$ cat src/rtl/write_ack_gen_pkg.sv
// Shared constants and types for the AXI write-acknowledge generator.
// Holds the default AXI write-ID width and the ID queue depth.
package write_ack_gen_pkg;

    localparam int unsigned AXI_ID_WIDTH = 4;
    localparam int unsigned WACK_DEPTH   = 16;

    typedef enum logic {
        OUT_IDLE  = 1'b0,
        OUT_VALID = 1'b1
    } out_state_e;

endpackage

$ cat src/rtl/wack_id_ring.sv
// In-order ring buffer of accepted AW IDs: push at the tail, pop from the head.
// A push into a full ring is dropped and leaves the ring unchanged.
module wack_id_ring #(
    parameter int unsigned ID_WIDTH = 4,
    parameter int unsigned DEPTH    = 16
) (
    input  logic                     clk,
    input  logic                     rst,
    input  logic                     push,
    input  logic [ID_WIDTH-1:0]      push_id,
    input  logic                     pop,
    output logic [ID_WIDTH-1:0]      head_id,
    output logic [$clog2(DEPTH):0]   count
);

    localparam int unsigned PW = $clog2(DEPTH);
    localparam int unsigned CW = PW + 1;

    logic [ID_WIDTH-1:0] mem [DEPTH];
    logic [PW-1:0]       wr_ptr;
    logic [PW-1:0]       rd_ptr;
    logic                push_ok;
    logic                pop_ok;

    assign push_ok = push & (count != CW'(DEPTH));
    assign pop_ok  = pop & (count != '0);
    assign head_id = mem[rd_ptr];

    // Pointers wrap naturally because DEPTH is a power of two
    always_ff @(posedge clk or posedge rst) begin
        if (rst) begin
            wr_ptr <= '0;
            rd_ptr <= '0;
            count  <= '0;
        end else begin
            if (push_ok) begin
                wr_ptr <= wr_ptr + PW'(1);
            end
            if (pop_ok) begin
                rd_ptr <= rd_ptr + PW'(1);
            end
            case ({push_ok, pop_ok})
                2'b10:   count <= count + CW'(1);
                2'b01:   count <= count - CW'(1);
                default: count <= count;
            endcase
        end
    end

    always_ff @(posedge clk) begin
        if (push_ok) begin
            mem[wr_ptr] <= push_id;
        end
    end

endmodule

$ cat src/rtl/write_ack_gen.sv
// Generates AXI B responses in AW order, one per committed write (credit).
// Optional sticky error flag err_o is built only with WACK_ERR_CHECK_EN defined.
module write_ack_gen
    import write_ack_gen_pkg::*;
#(
    parameter int unsigned ID_WIDTH  = AXI_ID_WIDTH,
    parameter int unsigned DEPTH     = WACK_DEPTH,
    parameter int unsigned AFULL_THR = DEPTH - 2
) (
    input  logic                     clk,
    input  logic                     rst,
    input  logic                     aw_push_i,
    input  logic [ID_WIDTH-1:0]      aw_id_i,
    output logic                     afull_o,
    input  logic                     wr_done_i,
    output logic [ID_WIDTH-1:0]      bid_o,
    output logic                     bvalid_o,
    input  logic                     bready_i,
    output logic [$clog2(DEPTH):0]   pending_o
`ifdef WACK_ERR_CHECK_EN
    ,
    output logic                     err_o
`endif
);

    localparam int unsigned CW = $clog2(DEPTH) + 1;

    logic [CW-1:0]       count;
    logic [CW-1:0]       credit;
    logic [ID_WIDTH-1:0] head_id;
    out_state_e          state;
    out_state_e          state_n;
    logic                done_ok_c;
    logic                load_c;

    wack_id_ring #(
        .ID_WIDTH (ID_WIDTH),
        .DEPTH    (DEPTH)
    ) u_ring (
        .clk     (clk),
        .rst     (rst),
        .push    (aw_push_i),
        .push_id (aw_id_i),
        .pop     (load_c),
        .head_id (head_id),
        .count   (count)
    );

    // Credits never exceed queued IDs; a same-cycle done bypasses into the load
    assign done_ok_c = wr_done_i & (credit != count);
    assign load_c    = ((state == OUT_IDLE) | bready_i) & (count != '0)
                     & ((credit != '0) | done_ok_c);

    assign bvalid_o  = (state == OUT_VALID);
    assign afull_o   = (count >= CW'(AFULL_THR));
    assign pending_o = count + CW'(bvalid_o);

    always_ff @(posedge clk or posedge rst) begin
        if (rst) begin
            state <= OUT_IDLE;
        end else begin
            state <= state_n;
        end
    end

    always_comb begin
        state_n = state;
        if (load_c) begin
            state_n = OUT_VALID;
        end else if ((state == OUT_VALID) && bready_i) begin
            state_n = OUT_IDLE;
        end
    end

    always_ff @(posedge clk or posedge rst) begin
        if (rst) begin
            bid_o  <= '0;
            credit <= '0;
        end else begin
            if (load_c) begin
                bid_o <= head_id;
            end
            case ({done_ok_c, load_c})
                2'b10:   credit <= credit + CW'(1);
                2'b01:   credit <= credit - CW'(1);
                default: credit <= credit;
            endcase
        end
    end

`ifdef WACK_ERR_CHECK_EN
    logic drop_c;
    logic ignore_c;

    assign drop_c   = aw_push_i & (count == CW'(DEPTH));
    assign ignore_c = wr_done_i & (credit == count);

    always_ff @(posedge clk or posedge rst) begin
        if (rst) begin
            err_o <= 1'b0;
        end else if (drop_c || ignore_c) begin
            err_o <= 1'b1;
        end
    end
`endif

endmodule

$ cat config.mk
export PLATFORM = sky130hd
export DESIGN_NAME = write_ack_gen
export DESIGN_NICKNAME = d
export VERILOG_FILES = /design/src/rtl/write_ack_gen_pkg.sv /design/src/rtl/wack_id_ring.sv /design/src/rtl/write_ack_gen.sv
export SDC_FILE = /design/constraint.sdc
export NUM_CORES = 1
export LEC_CHECK = 0
export CAP_MARGIN = 20
export CORE_MARGIN = 4
export CORE_UTILIZATION = 45
export CTS_CLUSTER_DIAMETER = 30
export DETAILED_ROUTE_END_ITERATION = 8
export PLACE_DENSITY = 0.65
export SLEW_MARGIN = 20
export SYNTH_ARGS = -nofsm -noshare
export SYNTH_HDL_FRONTEND = slang
export SYNTH_SLANG_ARGS = --single-unit
$ cat constraint.sdc
create_clock -name clk -period 3.7 [get_ports clk]
set_input_delay 0.74 -clock clk [delete_from_list [all_inputs] [get_ports clk]]
set_output_delay 0.74 -clock clk [all_outputs]
set_load 0.02 [all_outputs]
# Yosys cells after proc, flatten, opt, wreduce, memory -nomap -nowiden
# Memory sizes are Yosys's and may differ from the RTL's. A register that Yosys moved wholly into a read port is not among the register bits.
# Index checks and enable logic that the tools add are counted.
# W data, S select, Z words.
# word_totals
register_bits,19
ram_bits,64
output_inout_bits,11
word_cells,40
memories,1
# classes
add_sub_neg,7
magnitude_cmp,1
n_eq_ne,6
muxes,6
bitwise,8
reduce_logical,6
# memory_table
memory,words,word_bits,read_ports,rd_ports_with_merged_regs,wr,line_no,source
u_ring.mem,16,4,1,1,1,wack_id_ring.sv:19,logic [ID_WIDTH-1:0] mem [DEPTH];
# op_table
operator,n
$pmux W5 S2,2
$add A5 B1 Y5 const B,2
$reduce_bool A5 Y1,2
$sub A5 B1 Y5 const B,2
$add A4 B1 Y4 const B,2
$reduce_bool A2 Y1,3
$add A5 B1 Y5,1
$and A1 B1 Y1,5
$ge A5 B4 Y1 const B,1
$ne A5 B5 Y1,1
$ne A5 B5 Y1 const B,1
$eq A2 B1 Y1 const B,2
$eq A2 B2 Y1 const B,2
$mux W1,4
$or A1 B1 Y1,2
$logic_and A1 B1 Y1,1
$not A1 Y1,1

# Logic depth before layout (Yosys ltp)
# Gate-level depths: netlist of the first run.
# depth
ltp_word,7
ltp_mapped,12
ltp_nobuf,10

# Cells and area by module
# From an unflattened synthesis of the first run, not the netlist that was laid out.
# hier_totals
hier_cells,275
area_unflattened_um2,3997.6
# by_module_without_submodules
module,instances,cells_per_inst,area_per_inst_um2
wack_id_ring,1,211,3314.4
write_ack_gen,1,64,683.2

# Worst setup path before layout of the first run
# OpenSTA, ideal clock, no wires.
# synth_timing
path_type,flip-flop to flip-flop
start,register u_ring.count[2]
end,register credit[4]
setup_ns,0.127
t_arrival_ns,2.634
t_required_ns,3.573
path_slack_ns,0.939
stages_incl_launch_ff,12
path_buffers,1
synth_period_minus_slack_ns,2.761
cell_sequence,dfrtp_1 > buf_6 > or4_4 > o21ai_4 > nor2_4 > ha_1 > fa_1 > a21o_1 > a21oi_1 > xor2_1 > nor2_1 > xor2_1
# synth_between
elab_chain_len,6
# synth_rtl
item,line_no,source
start: declaration,wack_id_ring.sv:13,output logic [$clog2(DEPTH):0] count
start signal: assignment,wack_id_ring.sv:43,2'b10: count <= count + CW'(1);
start signal: assignment,wack_id_ring.sv:44,2'b01: count <= count - CW'(1);
start signal: assignment,wack_id_ring.sv:45,default: count <= count;
$ne A5 B5 Y1,write_ack_gen.sv:50,assign done_ok_c = wr_done_i & (credit != count);
$and A1 B1 Y1,write_ack_gen.sv:50,
$or A1 B1 Y1,write_ack_gen.sv:52,& ((credit != '0) | done_ok_c);
$and A1 B1 Y1 *,write_ack_gen.sv:52,
via load_c,write_ack_gen.sv:34,logic load_c;
$eq A2 B1 Y1 / $eq A2 B2 Y1 (equally long branches),write_ack_gen.sv:83,"case ({done_ok_c, load_c})"
$pmux W5 S2 / $reduce_bool A2 Y1 (equally long branches),-,
end signal: assignment,write_ack_gen.sv:84,2'b10: credit <= credit + CW'(1);
end signal: assignment,write_ack_gen.sv:85,2'b01: credit <= credit - CW'(1);
end signal: assignment,write_ack_gen.sv:86,default: credit <= credit;
end: declaration,write_ack_gen.sv:29,logic [CW-1:0] credit;
# Mark *: on every way through the listed nets, which the timed path passes. The rest lies on a longest branch.
# A chain may end at the register's enable or synchronous reset.

# Worst setup path in the final report of the first run
# layout_timing
start,register u_ring.count[2]
end,register u_ring.count[4]
# layout_between
elab_chain_len,7
# layout_rtl
item,line_no,source
$ne A5 B5 Y1,write_ack_gen.sv:50,
$and A1 B1 Y1,write_ack_gen.sv:50,
$or A1 B1 Y1,write_ack_gen.sv:52,
$and A1 B1 Y1,write_ack_gen.sv:52,
$and A1 B1 Y1,wack_id_ring.sv:26,assign pop_ok = pop & (count != '0);
$eq A2 B1 Y1 / $eq A2 B2 Y1 (equally long branches),wack_id_ring.sv:42,"case ({push_ok, pop_ok})"
$pmux W5 S2 / $reduce_bool A2 Y1 (equally long branches),-,
# Parallel ways exist; a longest one is shown, timed or not.

==> results of run 1 <==
-- critical path: stages (launching register included) --
cell and delay, ps:
dfrtp_1 490, or4_4 600, o21a_1 300, inv_1 100, ha_1 270, ha_1 310
a21o_1 200, a21oi_1 180, xor2_1 160, nor2_1 60, xnor2_1 120
-- metal layers --
metal	part of all wire	track usage	wire, um
met5	0	0	0
met4	0.0024	0.0337	16
met3	0.037	0.0331	252
met2	0.52	0.251	3500
met1	0.45	0.189	3020
-- kinds of logic (layout without fill, tap and decap cells) --
kind of cell | Yosys count | in the layout
buffers and inverters | 18 | 43
xor gates and xnor gates | 24 | 24
adders and majority gates | 17 | 17
AOI/OAI and AO/OA | 21 | 21
and+or+nand+nor | 59 | 59
DFF | 87 | 87
muxes | 23 | 23
-- metrics by stage --
| stage | area, um^2 | utilization | worst slack, ps | cells | hold WS, ps |
|---|---|---|---|---|---|
| floorplan | 3930 | - | 939 | 249 | 512 |
| CTS | 4430 | 0.531 | 772 | 379 | 530 |
| global route | 4430 | 0.531 | 597 | 379 | 548 |
| finish | 4430 | 0.531 | 793 | 379 | 524 |
| global placement | 4200 | 0.503 | 617 | 363 | 498 |
| detailed placement | 4200 | 0.503 | 544 | 363 | 508 |
-- layout make-up --
class                      count  area [um^2]
inverter                       5         18.8
multi-input combinational    144         1340
fill                         704         3920
clock buffer                   9          124
timing repair buffer          22          213
sequential                    87         2500
tap                          105          131
clock inverter                 7          106
-- path summary, 6_finish.rpt --
path | startpoint | to
max in group asynchronous | rst | u_ring.count[0]
min | bid_o[2] | bid_o[2]
min reg2reg | bid_o[2] | bid_o[2]
min in group asynchronous | rst | u_ring.count[1]
max | u_ring.count[2] | u_ring.count[4]
max reg2reg | u_ring.count[2] | u_ring.count[4]
-- power by group through the flow --
stage / Clock [mW] / Combinational (mW) / Sequential [mW]
2_1_floorplan: 0 / 1.23 / 1.42
3_3_place_gp: 0 / 1.44 / 1.58
3_5_place_dp: 0 / 1.48 / 1.59
4_1_cts: 0.758 / 1.48 / 1.57
5_1_grt: 0.798 / 1.62 / 1.60
6_report: 0.741 / 1.46 / 1.56
-- synth_stat cells --
library cell  count  area [um^2]
xnor2_1          15          131
buf_1             2         7.51
nor2_1           16         60.1
inv_1             5         18.8
o21ai_4           1         16.3
buf_4             1         7.51
nand2b_1          3         18.8
a21oi_1           4         20.0
mux4_2           16          360
buf_6             3         33.8
nor2b_1           2         12.5
nor3_1            4         20.0
o21a_1            1         7.51
dfrtp_1          23          576
o31ai_1           1         7.51
mux2_2            2         22.5
a21o_1            4         30.0
o21ai_0           6         30.0
nor2_4            1         11.3
edfxtp_1         64         1920
xor2_1            9         78.8
a22oi_1           4         30.0
buf_2             2         10.0
mux2_4            5         75.1
nor3_4            1         16.3
nand2_1          15         56.3
nand4_1           2         12.5
or4_4             1         11.3
nand3_1          12         60.1
fa_1              2         40.0
clkbuf_2          1         5.00
clkbuf_1          4         15.0
or4_1             1         7.51
ha_1             15          188
nand2_4           1         11.3
-- state kept, by name (all words and copies together), names as in the netlist --
name           count
u_ring.wr_ptr      4
credit             5
bvalid_o           1
u_ring.count       5
u_ring.rd_ptr      4
u_ring.mem        64
bid_o              4
==> impl_metrics.py, run 1 <==
metrics = {
    "clock_tree": {
        "clkTransAtPathRegs_ps": 90,
        "clock_path_buffers": 2,
        "ctsHoldBuffers": 0,
        "cts_buffers": 9,
        "clk_latency_ps": 350,
        "root_buffer": "clkbuf_8",
        "tritoncts": "yes",
        "cts.sinks": 87,
        "post_cts_buffers": 0,
        "htreeDepth": 3,
        "ctsResizeCount": 0,
    },
    "timing": {
        "max_slew_margin": 0.403,
        "slew_viol_final": 0,
        "setup_tns_ps": 0,
        "finClkSkew_ps": 9.55,
        "worst_pin_slew_ps": 894,
        "post-route-min-period_ps": 2910,
        "hold_viol": 0,
        "rsz0062_at_grt": "no",
        "period_share": 0.786,
        "finalSetupViolCount": 0,
        "max_freq_mhz": 344,
    },
    "route": {
        "drc_errors": 0,
        "post_drt_via_cell_ratio": 5.25,
        "vias": 1991,
        "drtIter0Drc": 82,
        "drt-total-wl_um": 6790,
        "drtAntennaViolNets": 0,
        "first_pass_iters": 4,
        "wl_per_cell_um": 17.9,
    },
    "floorplan": {
        "initial_utilization": 0.471,
        "io_pins": 20,
        "die_y_um": 101,
        "coreArea_um2": 8340,
        "fp-row-count": 33,
        "die_w_um": 101,
        "die_area_um2": 10300,
    },
    "power": {
        "internal-power_mw": 2.43,
        "p_sw_mw": 1.33,
        "p_total_mw": 3.76,
        "pwr-share-clk": 0.197,
        "p_sw_frac": 0.353,
        "vdd_drop_max_mv": 0.324,
        "pwr_density_cell_nw_per_um2": 850,
        "p_seq_frac": 0.415,
        "combinationalPowerShare": 0.388,
        "leakagePower_nw": 1.61,
    },
    "cells_and_area": {
        "final_nets": 295,
        "insertedDiodeCount": 0,
        "final_cell_mix": "64 x edfxtp_1, 23 x dfrtp_1, 19 x clkdlybuf4s50_1, 16 x nor2_1, 16 x mux4_2",
        "final_common_cell": "edfxtp_1",
        "syn_to_final_growth_pct": 12.6,
        "drive_gt1_frac": 0.168,
    },
    "worst_setup_path": {
        "startpoint_type": "flop",
        "arrival_ps": 3150,
        "r2r_cells": 10,
        "worstPathRequired_ps": 3940,
        "setup.worst_path.class": "reg -> reg",
        "crit_path_end_kind": "flop",
        "crit_path_max_fanout": 9,
        "r2r_slack_ps": 790,
    },
    "synth": {
        "synth-xor-area-share": 0.0535,
        "ys_seq_area_frac": 0.635,
        "netlist_instances": 249,
        "synth.distinct_cells": 35,
        "synthSimpleGateAreaFrac": 0.0758,
        "avgSynthCellArea_um2": 15.8,
        "synth_seq_cells": 87,
        "syn_area_um2": 3930,
        "yosysWarnings": 0,
        "synthMuxAreaShare": 0.117,
        "syn-num-nets": 275,
        "synth-compound-area-share": 0.0360,
        "synth_top_family_by_area": "multiplexers",
        "synth_adder_area_share": 0.0579,
    },
    "outcome": {
        "status": "finished clean",
    },
    "worst_hold_path": {
        "whs_path_depth": 1,
        "hold_path.class": "reg -> reg",
    },
    "global_route": {
        "antenna_found_initial": 0,
        "first_global_vias": 2127,
        "grt_usage": 0.146,
        "globalRouteOverflowTotal": 0,
        "grt_max_degree": 24,
        "grt_first_pass_wirelength_um": 11300,
    },
    "place": {
        "post-dp-hpwl_um": 4840,
        "routabilityCongestion": 0.755,
        "io_buffers": 19,
    },
    "job": {
        "cap_violations": 0,
    },
}
Note: power is estimated with default switching activity, not from simulation.
==> inputs of run 2 (changes only) <==
- PLACE_DENSITY: 0.65 -> 0.67
- clock period: 3.7 -> 2.5 ns (I/O delays scaled with it)
==> run 2 against run 1 <==
  * The run now ends with negative setup slack left
  * Fmax increased by 16%
  * Combinational power increased by 90%
  * Total power increased by 55%
  * Non-clock buffer count increased by 26
  * Count of clock-buffer cells in the layout unchanged
  * Via count increased by 7.3%
  * Register-to-register slack got worse by 810 ps
  * Sequential share of layout area decreased by 2.9 points
  * Clock power increased by 26%
==> impl_metrics.py, run 2 (synthesis gave the netlist of run 1 again) <==
metrics = {
    "route": {
        "drtAntennaViolNets": 0,
        "wl_per_cell_um": 17.1,
        "post_drt_via_cell_ratio": 5.28,
        "vias": 2137,
        "first_pass_iters": 4,
        "drc_errors": 0,
        "drtIter0Drc": 150,
        "drt-total-wl_um": 6940,
    },
    "place": {
        "io_buffers": 19,
        "post-dp-hpwl_um": 4960,
        "place_inst": 389,
        "routabilityCongestion": 0.761,
    },
    "worst_setup_path": {
        "path_delay_family": "simple AND/OR/NAND/NOR gates",
        "r2r_cells": 10,
        "r2r_slack_ps": -10,
        "r2r_end": "credit[4]",
        "critPathCapture": "credit[4]",
        "path_buf_inv": 0,
        "startpoint": "u_ring.count[3]",
        "path_depth": 10,
        "cp_common_cell": "xor2_1",
        "path_cells": "or4_4 > o21ai_4 > nor2_4 > ha_4 > fa_2 > a21o_1 > a21oi_2 > xor2_1 > nor2_1 > xor2_1",
        "crit_path_end_kind": "flop",
        "slowest_stage": "or4_4",
        "setup.worst_path.class": "reg -> reg",
        "worstReg2RegStart": "u_ring.count[3]",
        "arrival_ps": 2750,
        "cp_slowest_stage_delay_ps": 550,
        "crit_path_max_fanout": 4,
        "startpoint_type": "flop",
        "worstPathRequired_ps": 2740,
    },
    "global_route": {
        "first_global_vias": 2174,
        "grt_first_pass_wirelength_um": 11300,
        "grt.busiest_layer": "met2",
        "gr-usage-met3": 0.0372,
        "met2_usage": 0.236,
        "globalRouteOverflowTotal": 0,
        "use_met1": 0.203,
        "grt_usage": 0.147,
        "grt_max_degree": 20,
        "antenna_found_initial": 0,
    },
    "clock_tree": {
        "cts_buffers": 9,
        "clock_path_buffers": 2,
        "htreeDepth": 3,
        "clk_latency_ps": 350,
        "tritoncts": "yes",
        "cts.sinks": 87,
        "root_buffer": "clkbuf_8",
        "clkTransAtPathRegs_ps": 90,
    },
    "timing": {
        "post-route-min-period_ps": 2510,
        "max_slew_margin": 0.584,
        "slew_viol_final": 0,
        "rsz0062_at_grt": "yes",
        "finClkSkew_ps": 17.2,
        "worst_pin_slew_ps": 622,
        "setup_tns_ps": -26.8,
        "hold_viol": 0,
        "whs_ps": 395,
        "finalSetupViolCount": 2,
        "period_share": 1.01,
        "finalWorstSetupSlack_ps": -13.7,
        "max_freq_mhz": 398,
    },
    "floorplan": {
        "die_w_um": 101,
        "initial_utilization": 0.471,
        "die_y_um": 101,
        "fp-row-count": 33,
        "die_area_um2": 10300,
        "io_pins": 20,
        "coreArea_um2": 8340,
    },
    "job": {
        "cap_violations": 0,
    },
    "power": {
        "pwr_density_cell_nw_per_um2": 1250,
        "leakagePower_nw": 1.75,
        "vdd_drop_max_mv": 0.497,
        "p_total_mw": 5.83,
    },
    "cells_and_area": {
        "largest_reg_flops": 64,
        "reg_top3": "u_ring.mem (64), credit (5), u_ring.count (5)",
        "insertedDiodeCount": 0,
        "final_cell_mix": "64 x edfxtp_1, 28 x buf_4, 23 x dfrtp_1, 16 x mux4_2",
        "largest-register": "u_ring.mem",
        "final_nets": 321,
        "final_common_cell": "edfxtp_1",
        "final_cells": 405,
        "drive_gt1_frac": 0.280,
        "syn_to_final_growth_pct": 18.6,
    },
    "outcome": {
        "status": "complete, but fails checks",
        "failed_checks": "negative setup slack",
    },
    "worst_hold_path": {
        "hold_path.class": "in -> async",
    },
}
## run 2: through the flow
| step | setup WS [ps] | area, um^2 | util |
|---|---|---|---|
| floorplan | -132 | 3970 | - |
| global placement | -122 | 4440 | 0.532 |
| detailed placement | -133 | 4440 | 0.532 |
| CTS | -19.4 | 4640 | 0.556 |
| global route | -165 | 4660 | 0.559 |
| finish | -13.7 | 4660 | 0.559 |
## run 2: where the power goes
part	total [mW]	internal (mW)	switching [mW]
clock	0.935	0.392	0.543
sequential	2.11	1.86	0.246
combinational	2.78	1.46	1.32
total	5.83	3.72	2.11
## run 2: metal layers
metal	vias to the layer above	wire (um)
met1	1080	3160
met3	2	312
li1	1013	-
met2	42	3430
met5	-	0
met4	0	26
## run 2: area by class of cell
type | count | area [um^2]
Inverter | 5 | 18.8
Sequential cell | 87 | 2500
Fill cell | 678 | 3680
Clock inverter | 7 | 68.8
Clock buffer | 9 | 124
Timing Repair Buffer | 48 | 423
Tap cell | 105 | 131
Multi-Input combinational cell | 144 | 1400
## run 2: timing repair
item | in CTS | in global routing
endpoints found under the setup margin | 4 | 6
gates resized for setup | 4 | 6
pin swaps | 2 | 5
endpoints found under the hold margin | 0 | 0
buffers inserted | 0 | 0
hold buffers | 0 | 0
## run 2: worst min path at each step
stage / endpoint / slack, ps / cells past startpoint
2_1_floorplan: bid_o[0] / 500 / 1
3_3_place_gp: bid_o[2] / 500 / 1
3_5_place_dp: bid_o[0] / 500 / 1
4_1_cts: u_ring.rd_ptr[0] / 390 / 2
5_1_grt: u_ring.rd_ptr[0] / 400 / 2
6_report: u_ring.rd_ptr[0] / 400 / 2
